==> src/rtl/cordic_hyp_pkg.sv <==
// ---------------------------------------------------------------------------
// cordic_hyp_pkg
// Shared definitions for the hyperbolic CORDIC issue scheduler:
//   - index widths for the ROM quadrant / cordic index
//   - scheduler FSM state encoding
//   - default pipeline latency (ROM 1 + buffer 1 + 5 cordic cells)
//   - modular add helper used by the round-robin arbiter
// ---------------------------------------------------------------------------
package cordic_hyp_pkg;

    localparam int QUA_W        = 3;   // quadrant index width
    localparam int COR_W        = 7;   // cordic ROM index width
    localparam int ID_W         = 2;   // requester ID width (up to 4 requesters)
    localparam int CNT_W        = 4;   // in-flight counter width (holds up to 8+)
    localparam int STAT_W       = 16;  // statistics counter width
    localparam int PIPE_LAT_DEF = 7;   // wen -> last cordic cell output

    typedef enum logic [1:0] {
        IDLE  = 2'd0,
        ISSUE = 2'd1,
        DRAIN = 2'd2
    } state_t;

    // (base + off) mod n, for walking requesters starting at the rr pointer
    function automatic int wrap_add(input int base, input int off, input int n);
        return (base + off) % n;
    endfunction

endpackage

==> src/rtl/cordic_hyp_rr_arb.sv <==
// ---------------------------------------------------------------------------
// cordic_hyp_rr_arb
// Combinational round-robin arbiter. The winner is the first asserted request
// at or after the pointer, wrapping modulo NREQ.
// Ports:
//   i_req    [NREQ-1:0]  request vector
//   i_ptr    [ID_W-1:0]  round-robin start position (must be < NREQ)
//   o_grant  [NREQ-1:0]  one-hot grant (all zero when no request)
//   o_winner [ID_W-1:0]  index of the granted requester
//   o_any               at least one request is asserted
// ---------------------------------------------------------------------------
module cordic_hyp_rr_arb
    import cordic_hyp_pkg::*;
#(
    parameter int NREQ = 2
) (
    input  logic [NREQ-1:0] i_req,
    input  logic [ID_W-1:0] i_ptr,
    output logic [NREQ-1:0] o_grant,
    output logic [ID_W-1:0] o_winner,
    output logic            o_any
);

    always_comb begin
        // NOTE: every output gets a default first so no path leaves it unassigned (no latch).
        o_grant  = '0;
        o_winner = '0;
        o_any    = 1'b0;
        // Walk from farthest to nearest so the requester closest to the
        // pointer is written last and therefore wins.
        for (int k = NREQ - 1; k >= 0; k--) begin
            if (i_req[wrap_add(int'(i_ptr), k, NREQ)]) begin
                o_any    = 1'b1;
                o_winner = ID_W'(wrap_add(int'(i_ptr), k, NREQ));
            end
        end
        if (o_any) begin
            o_grant[o_winner] = 1'b1;
        end
    end

endmodule

==> src/rtl/cordic_hyp_sched.sv <==
// ---------------------------------------------------------------------------
// cordic_hyp_sched
// Issue scheduler for the hyperbolic CORDIC ROM / buffer / cordic-cell
// pipeline. Round-robin arbitration among NREQ requesters, one issue per
// cycle, in-flight operations capped by a credit counter, completions
// reported PIPE_LAT cycles after the wen strobe with the requester ID.
//
// Optional feature macro: CORDIC_HYP_SCHED_STATS_EN
//   adds stat_issue (per-requester saturating issue counts) and stat_stall
//   (saturating count of cycles blocked only by credit).
//
// Ports:
//   clk, reset         clock, synchronous active-high reset
//   en                 enable; low stops issuing and drains
//   req_valid/qua/cor  per-requester request and its ROM fields
//   req_ready          one-hot grant (combinational)
//   index_qua/cor, wen registered ROM index and one-cycle issue strobe
//   done_valid/id      completion at the pipeline output and its requester
//   outstanding        in-flight count
//   idle               FSM idle and nothing in flight
// ---------------------------------------------------------------------------
module cordic_hyp_sched
    import cordic_hyp_pkg::*;
#(
    parameter int NREQ     = 2,
    parameter int PIPE_LAT = PIPE_LAT_DEF,
    parameter int MAX_OUT  = 8
) (
    input  logic                    clk,
    input  logic                    reset,
    input  logic                    en,
    input  logic [NREQ-1:0]         req_valid,
    input  logic [QUA_W*NREQ-1:0]   req_qua,
    input  logic [COR_W*NREQ-1:0]   req_cor,
    output logic [NREQ-1:0]         req_ready,
    output logic [QUA_W-1:0]        index_qua,
    output logic [COR_W-1:0]        index_cor,
    output logic                    wen,
    output logic                    done_valid,
    output logic [ID_W-1:0]         done_id,
    output logic [CNT_W-1:0]        outstanding,
    output logic                    idle
`ifdef CORDIC_HYP_SCHED_STATS_EN
    ,
    output logic [STAT_W*NREQ-1:0]  stat_issue,
    output logic [STAT_W-1:0]       stat_stall
`endif
);

    localparam logic [CNT_W-1:0] MAX_OUT_C = CNT_W'(MAX_OUT);

    state_t                         r_state;
    logic [ID_W-1:0]                r_rr;
    logic [QUA_W-1:0]               r_index_qua;
    logic [COR_W-1:0]               r_index_cor;
    logic                           r_wen;
    logic [PIPE_LAT-1:0]            r_pipe_v;
    logic [PIPE_LAT-1:0][ID_W-1:0]  r_pipe_id;
    logic                           r_done_valid;
    logic [ID_W-1:0]                r_done_id;
    logic [CNT_W-1:0]               r_outstanding;

    logic [NREQ-1:0]                w_grant;
    logic [ID_W-1:0]                w_winner;
    logic                           w_any;
    logic                           w_credit_ok;
    logic                           w_issue;
    logic [ID_W-1:0]                w_id_in;

    cordic_hyp_rr_arb #(
        .NREQ     (NREQ)
    ) u_arb (
        .i_req    (req_valid),
        .i_ptr    (r_rr),
        .o_grant  (w_grant),
        .o_winner (w_winner),
        .o_any    (w_any)
    );

    // Credit is judged on the registered count only: a done in the same
    // cycle frees its slot for the following cycle, not this one.
    assign w_credit_ok = (r_outstanding < MAX_OUT_C);
    // No handshake while reset is high, since the transfer would be discarded.
    assign w_issue     = !reset && (r_state == ISSUE) && w_credit_ok && w_any;
    assign w_id_in     = w_issue ? w_winner : '0;

    assign req_ready   = w_issue ? w_grant : '0;
    assign index_qua   = r_index_qua;
    assign index_cor   = r_index_cor;
    assign wen         = r_wen;
    assign done_valid  = r_done_valid;
    assign done_id     = r_done_id;
    assign outstanding = r_outstanding;
    assign idle        = (r_state == IDLE) && (r_outstanding == '0);

    // NOTE: sequential state uses non-blocking assignments so all registers update from pre-edge values.
    always_ff @(posedge clk) begin
        if (reset) begin
            r_state       <= IDLE;
            r_rr          <= '0;
            r_index_qua   <= '0;
            r_index_cor   <= '0;
            r_wen         <= 1'b0;
            // NOTE: the latency tracker is reset so in-flight ops never produce a stray done after reset.
            r_pipe_v      <= '0;
            r_pipe_id     <= '0;
            r_done_valid  <= 1'b0;
            r_done_id     <= '0;
            r_outstanding <= '0;
        end else begin
            case (r_state)
                IDLE:    if (en) r_state <= ISSUE;
                ISSUE:   if (!en) r_state <= DRAIN;
                DRAIN: begin
                    if (en)
                        r_state <= ISSUE;
                    else if ((r_outstanding == '0) && !w_issue)
                        r_state <= IDLE;
                end
                default: r_state <= IDLE;
            endcase

            r_wen <= w_issue;
            if (w_issue) begin
                r_index_qua <= req_qua[int'(w_winner)*QUA_W +: QUA_W];
                r_index_cor <= req_cor[int'(w_winner)*COR_W +: COR_W];
                r_rr        <= (w_winner == ID_W'(NREQ - 1)) ? '0 : w_winner + 1'b1;
            end

            // Stage 0 is loaded alongside wen; done is registered off the last
            // stage so it lands exactly PIPE_LAT cycles after the wen cycle.
            r_pipe_v     <= {r_pipe_v[PIPE_LAT-2:0], w_issue};
            r_pipe_id    <= {r_pipe_id[PIPE_LAT-2:0], w_id_in};
            r_done_valid <= r_pipe_v[PIPE_LAT-1];
            r_done_id    <= r_pipe_id[PIPE_LAT-1];

            case ({w_issue, r_done_valid})
                2'b10:   r_outstanding <= r_outstanding + 1'b1;
                2'b01:   r_outstanding <= r_outstanding - 1'b1;
                default: r_outstanding <= r_outstanding;
            endcase
        end
    end

    // Credit counter must never wrap in either direction.
    always_ff @(posedge clk) begin
        if (!reset) begin
            a_no_overflow:  assert (!(w_issue && !r_done_valid && (r_outstanding >= MAX_OUT_C)));
            a_no_underflow: assert (!(!w_issue && r_done_valid && (r_outstanding == '0)));
        end
    end

`ifdef CORDIC_HYP_SCHED_STATS_EN
    logic [NREQ-1:0][STAT_W-1:0] r_stat_issue;
    logic [STAT_W-1:0]           r_stat_stall;
    logic                        w_credit_stall;

    // A cycle counts as a stall only when credit is the sole blocker.
    assign w_credit_stall = !reset && (r_state == ISSUE) && w_any && !w_credit_ok;

    always_ff @(posedge clk) begin
        if (reset) begin
            r_stat_issue <= '0;
            r_stat_stall <= '0;
        end else begin
            if (w_issue && (r_stat_issue[w_winner] != '1))
                r_stat_issue[w_winner] <= r_stat_issue[w_winner] + 1'b1;
            if (w_credit_stall && (r_stat_stall != '1))
                r_stat_stall <= r_stat_stall + 1'b1;
        end
    end

    assign stat_issue = r_stat_issue;
    assign stat_stall = r_stat_stall;
`endif

endmodule

==> config.mk <==
export PLATFORM = sky130hd
export DESIGN_NAME = cordic_hyp_sched
export DESIGN_NICKNAME = d
export VERILOG_FILES = /design/src/rtl/cordic_hyp_pkg.sv /design/src/rtl/cordic_hyp_rr_arb.sv /design/src/rtl/cordic_hyp_sched.sv
export SDC_FILE = /design/constraint.sdc
export NUM_CORES = 1
export LEC_CHECK = 0
export CELL_PAD_IN_SITES_DETAIL_PLACEMENT = 2
export CELL_PAD_IN_SITES_GLOBAL_PLACEMENT = 2
export CORE_MARGIN = 2
export CORE_UTILIZATION = 29
export CTS_BUF_LIST = sky130_fd_sc_hd__clkbuf_2
export DETAILED_ROUTE_END_ITERATION = 16
export HOLD_SLACK_MARGIN = 0.15
export PLACE_DENSITY_LB_ADDON = 0.1
export SYNTH_ARGS = -nofsm -noshare
export SYNTH_HDL_FRONTEND = slang
export SYNTH_SLANG_ARGS = --single-unit
==> constraint.sdc <==
create_clock -name clk -period 3.43 [get_ports clk]
set_input_delay 0.5145 -clock clk [delete_from_list [all_inputs] [get_ports clk]]
set_output_delay 0.5145 -clock clk [all_outputs]
set_load 0.01 [all_outputs]
==> results of run 1 <==
per-stage QoR:
stage	power, mW	hold slack (ps)	area (sq um)
floorplan	0.4326	413.8	1230
global placement	0.4785	416.9	1695
detailed placement	0.4809	428.1	1695
CTS	0.7452	462.6	1759
global route	0.7763	459.0	1759
finish	0.7312	446.4	1759
state kept, by name (all words and copies together), names as in the netlist:
name         flops
r_pipe_v         7
r_pipe_id        7
done_id          1
r_state          2
index_qua        3
done_valid       1
r_rr             1
index_cor        7
outstanding      4
layout make-up:
cell class / instances / share of cell area
flip-flops and latches: 33 / 0.3755
multi-input cells: 72 / 0.2873
repair buffers: 46 / 0.2589
well taps: 50 / 0.03556
clock inverters: 2 / 0.01920
clock buffers: 6 / 0.01707
inverters: 3 / 0.006401
cells by family after synthesis:
kind of cell / Yosys count
adders and majority gates: 3
DFF: 33
muxes: 2
other: 1
AOI/OAI and AO/OA: 21
and+or+nand+nor: 42
xor gates and xnor gates: 3
buffers and inverters: 10
cells in the final DEF (no fill, tap or decap):
master / netlist / final
sky130_fd_sc_hd__a211oi_1: 3 / 3
sky130_fd_sc_hd__a21oi_1: 3 / 3
sky130_fd_sc_hd__a222oi_1: 10 / 10
sky130_fd_sc_hd__a22o_1: 1 / 1
sky130_fd_sc_hd__and3_1: 2 / 2
sky130_fd_sc_hd__and3_2: 1 / 1
sky130_fd_sc_hd__buf_4: 1 / 2
sky130_fd_sc_hd__bufinv_16: 0 / 1
sky130_fd_sc_hd__clkbuf_2: 0 / 6
sky130_fd_sc_hd__clkdlybuf4s50_1: 0 / 44
sky130_fd_sc_hd__clkinv_1: 0 / 1
sky130_fd_sc_hd__conb_1: 1 / 1
sky130_fd_sc_hd__dfxtp_1: 33 / 33
sky130_fd_sc_hd__ha_1: 3 / 3
sky130_fd_sc_hd__inv_1: 3 / 3
sky130_fd_sc_hd__mux2_2: 1 / 1
sky130_fd_sc_hd__mux2i_1: 1 / 1
sky130_fd_sc_hd__nand2_1: 1 / 1
sky130_fd_sc_hd__nand2b_1: 3 / 3
sky130_fd_sc_hd__nand3_1: 1 / 1
sky130_fd_sc_hd__nand3b_1: 1 / 1
sky130_fd_sc_hd__nor2_1: 13 / 13
sky130_fd_sc_hd__nor2b_1: 16 / 16
sky130_fd_sc_hd__nor3_1: 2 / 2
sky130_fd_sc_hd__nor4b_4: 1 / 1
sky130_fd_sc_hd__o21ai_0: 2 / 2
sky130_fd_sc_hd__o21ai_2: 1 / 1
sky130_fd_sc_hd__o21bai_1: 1 / 1
sky130_fd_sc_hd__or3_1: 1 / 1
sky130_fd_sc_hd__xor2_1: 3 / 3
final timing paths:
kind | start | end | slack (ps) | cells after the start
max | reset | req_ready[1] | 610 | 4
max reg2reg | outstanding[3] | outstanding[2] | 940 | 9
min | r_pipe_v[3] | r_pipe_v[4] | 450 | 1
min reg2reg | r_pipe_v[3] | r_pipe_v[4] | 450 | 1
layer usage:
metal / track usage / routed length (um) / vias to the layer above
met1: 0.1774 / 1379 / 520
li1: - / - / 496
met2: 0.2468 / 1600 / 36
met4: 0.05882 / 51 / 0
met5: 0 / 0 / -
met3: 0.05556 / 235 / 6
power by group:
| part | total [mW] | internal (mW) | switching (mW) |
|---|---|---|---|
| combinational | 0.0751 | 0.0463 | 0.0289 |
| sequential | 0.397 | 0.391 | 0.00548 |
| clock | 0.259 | 0.125 | 0.135 |
==> impl_metrics.tcl, run 1 <==
set metrics [dict create \
    fillers 447 \
    synth-adder-area-share 0.03052 \
    initial_core_util 0.3053 \
    setup_viol_count_final 0 \
    min_period_over_period 0.8210 \
    grt_start_max_net_pins 33 \
    die-width_um 69.13 \
    fp-row-count 23 \
    synth_compound_gate_area_share 0.1404 \
    clkLatencyLatePin_ps 370 \
    clock_tree.htree_level_count 2 \
    multi_input_comb_area_sq_um 505.5 \
    cts.hold.buffers_added 0 \
    timing.critical_path.slowest_stage_cell "sky130_fd_sc_hd__clkdlybuf4s50_1" \
    route.final.wire_length_mm 3.267 \
    seq_area_sq_um 660.6 \
    muxShareOfSynthArea 0.01729 \
    ys_dominant_reg_cell "sky130_fd_sc_hd__dfxtp_1" \
    timing.slew.headroom 0.5760 \
    detailedPlacementHpwl_mm 2.264 \
    outcome "completed" \
    max_stage_delay_ps 590 \
    setup.worst_path.start_class "primary input" \
    detailedRoute.firstIterationViolations 51 \
    synth_enable_flop_cells 0 \
    finalWorstPathRequiredPeriod_ps 2816 \
    routed_wire_length_per_instance_um 15.41 \
    areaGrowthSynthToFinish_pct 43.03 \
    grt_pass1_wl_mm 5.720 \
    placement.io_buffers 44 \
    total_drc_errors_in_the_routed_layout 0 \
    stdcell_count 212 \
    first_pass_iters 4 \
    antenna_found_initial 0 \
    tightest_slew_ps 635.9 \
    synth_commonest_cells "33 x sky130_fd_sc_hd__dfxtp_1, 16 x sky130_fd_sc_hd__nor2b_1, 13 x sky130_fd_sc_hd__nor2_1" \
    numCtsBuffers 5 \
    worst_setup_path_end_kind "output port" \
    tritoncts "done" \
    pwr_density_cell_nw_per_um2 415.7 \
    required_ps 2920 \
    nNetsFinal 189 \
    hp-class "flop to flop" \
    post_cts_setup_buffers 0 \
    clock_sink_total 33 \
    synth_xor_xnor_area_share 0.02136 \
    finalClockSkew_ps 16.59 \
    numPlacedInstances 204 \
    placement.setup.worst_slack_ps 364.6 \
    avgSynthCellArea_sq_um 10.70 \
    p_leak_nw 0.6998 \
    timing.max_cap.violations 0 \
    clock.fmax_mhz 355.1 \
    cp_max_fo 12 \
    synth_top_family_by_area "simple AND/OR/NAND/NOR gates" \
    grt_use_total 0.1502 \
    overflow 0 \
    dr_total_vias 1058 \
    number_of_global_route_vias_before_repair 1138 \
    crit_top_cell "sky130_fd_sc_hd__clkdlybuf4s50_1" \
    hold_viol_final 0 \
    utilization 0.4366 \
    synth_top_cell_by_area "sky130_fd_sc_hd__dfxtp_1" \
    peak_vdd_ir_mv 0.1875 \
    syn_area_sq_um 1230 \
    maxSlewViolCount 0 \
    fp.dieH_um 69.13 \
    yosys_register_bits 33 \
    cts_repair_resize_count 0 \
    synth.area.top_cells "sky130_fd_sc_hd__dfxtp_1 54%, sky130_fd_sc_hd__a222oi_1 8.1%, sky130_fd_sc_hd__nor2b_1 8.1%" \
    clkSlewWorstSetupHoldPaths_ps 180 \
    ys_seq_area_frac 0.5371 \
    routabilityCongestion 0.6968 \
    share_of_final_layout_standard_cells_stronger_than_drive_strength_1 0.08025 \
    synthesis.yosys.warnings 0 \
    setup_total_negative_slack_ps 0 \
    synthMostInstantiatedCell "sky130_fd_sc_hd__dfxtp_1" \
    async_reset_ff_frac 0 \
    worst_path_dominant_cell_family "buffers and inverters" \
    cp_num_buf_inv 2 \
    setup_repair_after_global_routing_missed_its_margin "false" \
    worstPathCellList "clkdlybuf4s50_1 > nor4b_4 > and3_2 > clkdlybuf4s50_1" \
    routed_via_density 4.991 \
    insertedDiodeCount 0 \
    postSynthNetCount 143 \
    finalWorstSetupSlack_ps 614.0 \
    number_of_antenna_violating_nets_in_the_routed_design 0 \
    netlist_instances 115 \
    io_pins 46 \
    core_region_area_sq_um 4029 \
    worst-setup-path-type "primary input to output port" \
    cell_variety_after_synth 28 \
    floorplan.die_area_sq_um 4778 \
    cts.root.buffer_cell "sky130_fd_sc_hd__clkbuf_2" \
    synth_simple_gate_area_share 0.1984 \
    maximum_clock_path_buffer_count 2 \
    synthDominantCellAreaShare 0.5371 \
    cp.arrival_ps 2300 \
]
(Power assumes the default switching activity.)
==> run 2: changes to the inputs <==
--- a/config.mk
+++ b/config.mk
@@ -8,7 +8,7 @@
 export CELL_PAD_IN_SITES_DETAIL_PLACEMENT = 2
 export CELL_PAD_IN_SITES_GLOBAL_PLACEMENT = 2
 export CORE_MARGIN = 2
-export CORE_UTILIZATION = 29
+export CORE_UTILIZATION = 27
 export CTS_BUF_LIST = sky130_fd_sc_hd__clkbuf_2
 export DETAILED_ROUTE_END_ITERATION = 16
 export HOLD_SLACK_MARGIN = 0.15
==> constraint.sdc (replaced) <==
create_clock -name clk -period 2.7 [get_ports clk]
set_input_delay 0.405 -clock clk [delete_from_list [all_inputs] [get_ports clk]]
set_output_delay 0.405 -clock clk [all_outputs]
set_load 0.01 [all_outputs]
==> impl_metrics.tcl, run 2 (synthesized netlist as in run 1, its figures left out) <==
set metrics [dict create \
    outcome "completed" \
    cp_num_cells 5 \
    dr_total_vias 1060 \
    fillers 462 \
    grt_use_total 0.1426 \
    worst_hold_path.num_cells 1 \
    crit_top_cell "sky130_fd_sc_hd__clkdlybuf4s50_1" \
    finalWorstSetupSlack_ps 231.3 \
    overflow 0 \
    nNetsFinal 192 \
    finalClockSkew_ps 12.50 \
    critical_path.reg2reg.startpoint "r_state[1]" \
    worst-setup-path-type "primary input to output port" \
    finalWorstPathRequiredPeriod_ps 2469 \
    pwr_density_cell_nw_per_um2 473.3 \
    setup_repair_after_global_routing_missed_its_margin "false" \
    number_of_global_route_vias_before_repair 1154 \
    fp.dieH_um 71.49 \
    io_pins 46 \
    grt_use_met2 0.2335 \
    total_drc_errors_in_the_routed_layout 0 \
    numPlacedInstances 209 \
    worstPathCellList "clkdlybuf4s50_1 > nor4b_4 > buf_4 > and3_2 > clkdlybuf4s50_1" \
    peak_vdd_ir_mv 0.2317 \
    detailedPlacementHpwl_mm 2.398 \
    r2r_worst_path_depth 9 \
    routed_via_density 4.885 \
    cp-startpoint "reset" \
    grt_pass1_wl_mm 5.609 \
    detailedRoute.firstIterationViolations 44 \
    cts.hold.buffers_added 0 \
    share_of_final_layout_standard_cells_stronger_than_drive_strength_1 0.1030 \
    grtUsageMet1 0.1684 \
    cts_repair_resize_count 0 \
    clock_tree.htree_level_count 2 \
    cp_num_buf_inv 3 \
    placement.io_buffers 44 \
    clock.fmax_mhz 405.1 \
    use_met3 0.06329 \
    maxSlewViolCount 0 \
    clock_sink_total 33 \
    stdcell_count 217 \
    leading_cell_type_in_the_layout_fill_and_taps_excluded "sky130_fd_sc_hd__clkdlybuf4s50_1" \
    clkSlewWorstSetupHoldPaths_ps 170 \
    initial_core_util 0.2805 \
    setup.worst_path.start_class "primary input" \
    antenna_found_initial 0 \
    finalPower_mw 0.8333 \
    max_stage_delay_ps 560 \
    grt_start_max_net_pins 33 \
    timing.max_cap.violations 0 \
    min_period_over_period 0.9143 \
    areaGrowthSynthToFinish_pct 43.13 \
    hp-class "flop to flop" \
    grt_busiest_layer "met2" \
    setup_viol_count_final 0 \
    routed_wire_length_per_instance_um 15.02 \
    post_cts_setup_buffers 0 \
    required_ps 2300 \
    worst_setup_path_end_kind "output port" \
    p_leak_nw 0.7069 \
    hold_viol_final 0 \
    cts.root.buffer_cell "sky130_fd_sc_hd__clkbuf_2" \
    numCtsBuffers 5 \
    tritoncts "done" \
    core_region_area_sq_um 4384 \
    die-width_um 71.49 \
    cp.arrival_ps 2060 \
    routabilityCongestion 0.6810 \
    placement.setup.worst_slack_ps -6.043 \
    number_of_antenna_violating_nets_in_the_routed_design 0 \
    worst_path_dominant_cell_family "buffers and inverters" \
    timing.critical_path.slowest_stage_cell "sky130_fd_sc_hd__clkdlybuf4s50_1" \
    clkLatencyLatePin_ps 350 \
    first_pass_iters 6 \
    cp_max_fo 3 \
    route.final.wire_length_mm 3.259 \
    maximum_clock_path_buffer_count 2 \
    floorplan.die_area_sq_um 5111 \
    hold_path_startpoint "r_pipe_id[12]" \
    fp-row-count 24 \
    insertedDiodeCount 0 \
    layout_common_cells "44 x sky130_fd_sc_hd__clkdlybuf4s50_1, 33 x sky130_fd_sc_hd__dfxtp_1, 16 x sky130_fd_sc_hd__nor2b_1" \
]
-- run 2: cell types whose count changed in the layout (fill, tap and decap cells not counted), sizes merged --
cell and delta:
buf +3, clkinv +1, bufinv -1
-- run 2: worst paths after layout --
path,to,slack (ps)
worst max-delay path,req_ready[1],230
worst min-delay path,done_id[0],460
worst max register to register,outstanding[2],460
worst min register to register,done_id[0],460
-- run 2: through the flow --
| step | cell area, sq um | setup TNS [ps] | utilization | hold WS [ps] |
|---|---|---|---|---|
| 6_report | 1760 | 0 | 0.4015 | 459.8 |
| 5_1_grt | 1760 | 0 | 0.4015 | 469.3 |
| 4_1_cts | 1760 | 0 | 0.4015 | 463.0 |
| 3_5_place_dp | 1720 | -6.043 | 0.3924 | 429.7 |
| 3_3_place_gp | 1720 | 0 | 0.3924 | 417.9 |
| 2_1_floorplan | 1230 | 0 | - | 413.8 |
-- run 2: layout make-up --
class | count | area, sq um | share of cell area
Sequential cell | 33 | 660.6 | 0.3753
Multi-Input combinational cell | 72 | 505.5 | 0.2871
Clock inverter | 2 | 10.01 | 0.005686
Timing Repair Buffer | 49 | 478.0 | 0.2715
Inverter | 3 | 11.26 | 0.006397
Tap cell | 52 | 65.06 | 0.03696
Clock buffer | 6 | 30.03 | 0.01706
-- run 2: report_power, final --
group          internal, mW  total, mW  switching (mW)
Sequential            0.497      0.504         0.00685
Combinational        0.0605     0.0983          0.0378
Clock                0.0653      0.231           0.166
-- run 2: per-layer routing --
metal | up-vias | part of all wire
li1 | 504 | -
met1 | 517 | 0.41
met4 | 0 | 0.0071
met3 | 2 | 0.078
met5 | - | 0
met2 | 37 | 0.51
